===== config.mk =====
export PLATFORM = sky130hd
export DESIGN_NAME = mppt_dp
export DESIGN_NICKNAME = d
export VERILOG_FILES = /design/src/rtl/mppt_pkg.sv /design/src/rtl/mppt_timer.sv /design/src/rtl/mppt_dp.sv
export SDC_FILE = /design/constraint.sdc
export NUM_CORES = 1
export LEC_CHECK = 0
export BUFFER_PORTS_ARGS = -buffer_cell sky130_fd_sc_hd__clkbuf_2
export CAP_MARGIN = 20
export CELL_PAD_IN_SITES_DETAIL_PLACEMENT = 1
export CELL_PAD_IN_SITES_GLOBAL_PLACEMENT = 2
export CORE_MARGIN = 2
export CORE_UTILIZATION = 42
export CTS_BUF_LIST = sky130_fd_sc_hd__clkbuf_16
export DETAILED_ROUTE_END_ITERATION = 16
export PLACE_DENSITY_LB_ADDON = 0.25
export SLEW_MARGIN = 0
export SYNTH_ARGS = -nofsm -noshare
export SYNTH_HDL_FRONTEND = slang
export SYNTH_SLANG_ARGS = --single-unit
export TNS_END_PERCENT = 20

===== constraint.sdc =====
create_clock -name clk -period 11 [get_ports clk]
set_input_delay 1.65 -clock clk [delete_from_list [all_inputs] [get_ports clk]]
set_output_delay 1.65 -clock clk [all_outputs]
set_load 0.05 [all_outputs]

===== src/rtl/mppt_pkg.sv =====
// Shared constants for the MPPT decoder/datapath pair: strobe and flag bit
// positions plus default widths, timer thresholds and duty limits.
package mppt_pkg;

  // Bit positions inside the en[3:0] strobe word from the decoder.
  localparam int unsigned EN_SAMPLE = 0;
  localparam int unsigned EN_POWER  = 1;
  localparam int unsigned EN_DECIDE = 2;
  localparam int unsigned EN_UPDATE = 3;

  // Bit positions inside flag_o[1:0] fed back to the decoder.
  localparam int unsigned FLAG_START  = 0;
  localparam int unsigned FLAG_PERIOD = 1;

  // Default widths.
  localparam int unsigned DEF_W_ADC  = 12;
  localparam int unsigned DEF_W_DUTY = 10;
  localparam int unsigned DEF_W_CNT  = 16;

  // Default interval timer thresholds.
  localparam int unsigned DEF_T_START  = 8;
  localparam int unsigned DEF_T_PERIOD = 100;

  // Default duty-cycle limits.
  localparam int unsigned DEF_DUTY_INIT = 512;
  localparam int unsigned DEF_DUTY_MIN  = 64;
  localparam int unsigned DEF_DUTY_MAX  = 960;
  localparam int unsigned DEF_DUTY_STEP = 4;

endpackage


===== src/rtl/mppt_timer.sv =====
// Saturating interval counter with threshold flags for the MPPT decoder.
module mppt_timer
  import mppt_pkg::*;
#(
  parameter int unsigned W_CNT    = DEF_W_CNT,
  parameter int unsigned T_START  = DEF_T_START,
  parameter int unsigned T_PERIOD = DEF_T_PERIOD
) (
  input  logic       i_clk,
  input  logic       i_rst,
  input  logic       i_clr,
  output logic [1:0] o_flag
);

  localparam logic [W_CNT-1:0] L_START  = W_CNT'(T_START);
  localparam logic [W_CNT-1:0] L_PERIOD = W_CNT'(T_PERIOD);

  logic [W_CNT-1:0] r_cnt;

  // Counter: synchronous clear wins, otherwise count up and stick at all-ones.
  always_ff @(posedge i_clk or posedge i_rst) begin
    if (i_rst) begin
      r_cnt <= '0;
    end else if (i_clr) begin
      r_cnt <= '0;
    end else if (r_cnt != '1) begin
      r_cnt <= r_cnt + 1'b1;
    end
  end

  // Flags are pure compares on the registered count.
  always_comb begin
    o_flag              = 2'b00;
    o_flag[FLAG_START]  = (r_cnt >= L_START);
    o_flag[FLAG_PERIOD] = (r_cnt >= L_PERIOD);
  end

endmodule


===== src/rtl/mppt_dp.sv =====
// Perturb-and-observe MPPT datapath: sample V/I, form power, choose the
// perturbation direction and step the clamped converter duty word.
module mppt_dp
  import mppt_pkg::*;
#(
  parameter int unsigned W_ADC     = DEF_W_ADC,
  parameter int unsigned W_DUTY    = DEF_W_DUTY,
  parameter int unsigned W_CNT     = DEF_W_CNT,
  parameter int unsigned T_START   = DEF_T_START,
  parameter int unsigned T_PERIOD  = DEF_T_PERIOD,
  parameter int unsigned DUTY_INIT = DEF_DUTY_INIT,
  parameter int unsigned DUTY_MIN  = DEF_DUTY_MIN,
  parameter int unsigned DUTY_MAX  = DEF_DUTY_MAX,
  parameter int unsigned DUTY_STEP = DEF_DUTY_STEP
) (
  input  logic                 clk,
  input  logic                 rst,
  input  logic [3:0]           en,
  input  logic                 rst_ci,
  input  logic [W_ADC-1:0]     v_adc,
  input  logic [W_ADC-1:0]     i_adc,
  output logic [1:0]           flag_o,
  output logic [W_DUTY-1:0]    duty,
  output logic                 dir,
  output logic [2*W_ADC-1:0]   p_out
);

  // One bit wider than the duty word so the clamp sees overflow/borrow.
  localparam logic [W_DUTY:0]   L_STEP = (W_DUTY+1)'(DUTY_STEP);
  localparam logic [W_DUTY:0]   L_MAX  = (W_DUTY+1)'(DUTY_MAX);
  localparam logic [W_DUTY:0]   L_MIN  = (W_DUTY+1)'(DUTY_MIN);
  localparam logic [W_DUTY-1:0] L_INIT = W_DUTY'(DUTY_INIT);

  logic [W_ADC-1:0]   r_v;
  logic [W_ADC-1:0]   r_i;
  logic [2*W_ADC-1:0] r_p;
  logic [2*W_ADC-1:0] r_p_prev;
  logic [W_ADC-1:0]   r_v_prev;
  logic               r_step_en;
  logic               r_dir;
  logic [W_DUTY-1:0]  r_duty;

  logic [W_DUTY:0]    w_sum;
  logic [W_DUTY:0]    w_diff;
  logic               w_hit_max;
  logic               w_hit_min;
  logic               w_unused_v_prev;

  mppt_timer #(
    .W_CNT    (W_CNT),
    .T_START  (T_START),
    .T_PERIOD (T_PERIOD)
  ) u_timer (
    .i_clk  (clk),
    .i_rst  (rst),
    .i_clr  (rst_ci),
    .o_flag (flag_o)
  );

  // Widened step results and clamp detection for the update stage.
  always_comb begin
    w_sum     = {1'b0, r_duty} + L_STEP;
    w_diff    = {1'b0, r_duty} - L_STEP;
    w_hit_max = (w_sum >= L_MAX);
    w_hit_min = w_diff[W_DUTY] || (w_diff <= L_MIN);
  end

  // Stage registers; each strobe touches only its own stage's state.
  always_ff @(posedge clk or posedge rst) begin
    if (rst) begin
      r_v       <= '0;
      r_i       <= '0;
      r_p       <= '0;
      r_p_prev  <= '0;
      r_v_prev  <= '0;
      r_step_en <= 1'b0;
      r_dir     <= 1'b1;
      r_duty    <= L_INIT;
    end else begin
      if (en[EN_SAMPLE]) begin
        r_v <= v_adc;
        r_i <= i_adc;
      end
      if (en[EN_POWER]) begin
        r_p <= {{W_ADC{1'b0}}, r_v} * {{W_ADC{1'b0}}, r_i};
      end
      if (en[EN_DECIDE]) begin
        r_step_en <= (r_p != r_p_prev);
        if (r_p < r_p_prev) begin
          r_dir <= ~r_dir;
        end
        r_p_prev <= r_p;
        r_v_prev <= r_v;
      end
      // Uses pre-edge dir/step_en; a clamp bounce overrides a same-edge flip.
      if (en[EN_UPDATE] && r_step_en) begin
        if (r_dir) begin
          if (w_hit_max) begin
            r_duty <= L_MAX[W_DUTY-1:0];
            r_dir  <= 1'b0;
          end else begin
            r_duty <= w_sum[W_DUTY-1:0];
          end
        end else begin
          if (w_hit_min) begin
            r_duty <= L_MIN[W_DUTY-1:0];
            r_dir  <= 1'b1;
          end else begin
            r_duty <= w_diff[W_DUTY-1:0];
          end
        end
      end
    end
  end

  // Previous voltage is kept for future incremental-conductance use only.
  assign w_unused_v_prev = ^r_v_prev;

  assign duty  = r_duty;
  assign dir   = r_dir;
  assign p_out = r_p;

endmodule


==> impl_metrics.toml <==
[outcome]
status = "completed"

[route]
routedWlPerCell_um = 16.2
drt_pass1_iterations = 5
vias = 7350
wl_um = 23100
avgViaCountPerCell = 5.16
drt-initial-drc-count = 335
drtAntennaViolNets = 0
drc = 0

[cts]
clkTransAtPathRegs_ns = 0.08
hold_buffers = 0
clk_latency_ns = 0.37
post_cts_buffers = 0
cts_buffer_depth = 2
cts.sinks = 98
cts_tree = "yes"
post_cts_resized = 0
cts-root-buf = "clkbuf_16"
cts_max_level = 3
cts_buffers = 9

[global_routing]
grt_pass1_vias = 8120
grt_antenna_before_repair = 0
grt_max_degree = 51
gr-total-overflow = 0
grt_use_total_pct = 21.1
grt_pass1_wl_um = 41100

[flow_run]
maxCapViolations = 0

[yosys]
synth_edf_count = 0
async_reset_ff_share_pct = 100
ys_ff_latch = 98
ys_warn_count = 0
synth_area_sq_um = 9800
synthFlopType = "dfrtp_1"
synth_area_per_cell_sq_um = 9.02
syn_inst = 1086
yosysSeqAreaShare_pct = 25.1
synth_cell_types = 63

[sta]
tightest_slew_ns = 1.01
setup_viol = 0
finClkSkew_ns = 0.0130
grt_setup_unrepaired = "no"
hold_viol = 0
tns_ns = 0
period_share_pct = 50.5
max_freq_mhz = 180
period_needed_ns = 5.56
slew_headroom_pct = 32.8
final_max_slew_viol_count = 0

[critical_path]
slowest_stage = "dfrtp_1"
startpoint_type = "flip-flop"
cp.required_ns = 11.25
cp-end-kind = "flip-flop"
setup.worst_path.start = "r_v[0]$_DFFE_PP0P_"
cp_top_family = "adder cells"
cp.buffers_inverters = 3
cp_common_cell = "fa_1"
slowest_delay_ns = 0.64
crit_chain = "nand2_1 -> fa_1 -> fa_1 -> inv_1 -> fa_1 -> fa_1 -> inv_1 -> fa_1 -> inv_1 -> ha_1 -> a21oi_1 -> o21ai_0 -> and3_1 -> nor3_1 -> nor4b_1 -> a211o_1"
path_max_fanout = 13
crit_arrival_ns = 5.81
r2r-start = "r_v[0]$_DFFE_PP0P_"
crit_type = "reg -> reg"

[cells_and_area]
antenna_cells = 0
final_common_cell = "inv_1"
drive_gt1_share_pct = 11.8
syn2layout_area_growth_pct = 8.39
final_nets = 1329
mostFrequentLayoutCells = "169 x inv_1, 156 x nand2_1, 100 x fa_1"
fill_cells = 2684

[floorplan]
io_pins = 68
rows = 55
initial_core_util_pct = 43.0
die_area_sq_um = 24600
coreArea_sq_um = 22800
die_h_um = 157
chipWidth_um = 157

[min_path]
hold_start = "r_p_prev[22]$_DFFE_PP0P_"
min_path_type = "reg -> reg"

[placement]
gp_congestion = 0.787
numPortBuffers = 65
hpwl_um = 17800
[logic make-up (layout without fill, tap and decap cells)]
group / after synthesis / count (layout) / share of synthesized area (%)
AND/OR/NAND/NOR: 358 / 358 / 17.8
flip-flops: 98 / 98 / 25.1
adder cells (fa/ha/maj): 191 / 191 / 32.1
AO/OA/AOI/OAI: 142 / 142 / 8.98
buffers and inverters: 228 / 253 / 8.90
multiplexers: 44 / 44 / 5.02
XOR/XNOR: 24 / 24 / 2.15
other: 1 / 2 / 0.0383
[layer usage]
| metal | up-vias | track usage, % | routed length, um |
|---|---|---|---|
| met5 | - | 0 | 0 |
| met4 | 0 | 5.50 | 331 |
| met3 | 20 | 1.83 | 329 |
| met2 | 59 | 37.2 | 11400 |
| met1 | 3732 | 27.9 | 11000 |
| li1 | 3539 | - | - |
[sequential cells by signal (all words and copies together), names as in the netlist]
signal / cells
r_step_en: 1
r_p_prev: 24
dir: 1
r_i: 12
u_timer.r_cnt: 16
r_v: 12
p_out: 24
duty: 8
[cell type report]
class / count / area (sq um) / area share (%)
Multi-Input combinational cell: 761 / 6470 / 61.0
Clock buffer: 9 / 225 / 2.12
Timing Repair Buffer: 67 / 340 / 3.20
Clock inverter: 7 / 92.6 / 0.872
Tap cell: 313 / 392 / 3.69
Inverter: 170 / 641 / 6.03
Sequential cell: 98 / 2450 / 23.1
[cells in the mapped netlist, drive strengths merged, types with 4 or more instances]
master	number	area [sq um]
o21ai	48	240
and3	7	43.8
a21oi	40	200
nor2	42	158
clkbuf	53	199
inv	170	638
buf	5	35.0
nand4	12	75.1
a31oi	5	31.3
dfrtp	96	2400
or4	4	30.0
mux2	41	462
nand2b	4	25.0
nand2	156	586
a211o	5	43.8
nand3	24	120
nor4b	4	35.0
a21o	9	67.6
ha	91	1140
nor2b	4	25.0
and2	65	407
nor3	12	60.1
xor2	10	87.6
xnor2	14	123
o31ai	4	30.0
nor4	9	56.3
fa	100	2000
o211ai	9	67.6
[per-stage QoR]
step | hold slack, ns | setup WS, ns | cell area (sq um) | instances | utilization, %
floorplan | 0.485 | 5.84 | 9800 | 1087 | -
global placement | 0.494 | 5.58 | 10300 | 1409 | 45.2
detailed placement | 0.519 | 5.51 | 10300 | 1409 | 45.2
CTS | 0.537 | 5.40 | 10600 | 1425 | 46.6
global route | 0.557 | 5.08 | 10600 | 1425 | 46.6
finish | 0.528 | 5.44 | 10600 | 1425 | 46.6
[final timing paths]
path	to	slack, ns	depth (start not counted)
max	p_out[22]$_DFFE_PP0P_	5.44	16
min	r_p_prev[22]$_DFFE_PP0P_	0.53	2
max reg2reg	p_out[22]$_DFFE_PP0P_	5.44	16
min reg2reg	r_p_prev[22]$_DFFE_PP0P_	0.53	2
max in group asynchronous	r_p_prev[8]$_DFFE_PP0P_	8.53	3
min in group asynchronous	u_timer.r_cnt[0]$_DFFE_PP0P_	1.37	2
[worst register-to-register path: cells and delay by family, from the launching register on]
family | cells | cell delay (ns)
buffers and inverters | 3 | 0.15
AOI/OAI and AO/OA | 3 | 0.70
DFF | 1 | 0.64
adders and majority gates | 6 | 3.05
and+or+nand+nor | 4 | 0.90
Power is not shown: default switching activity piles up to over one toggle a cycle in this logic, so the estimate is an artifact.
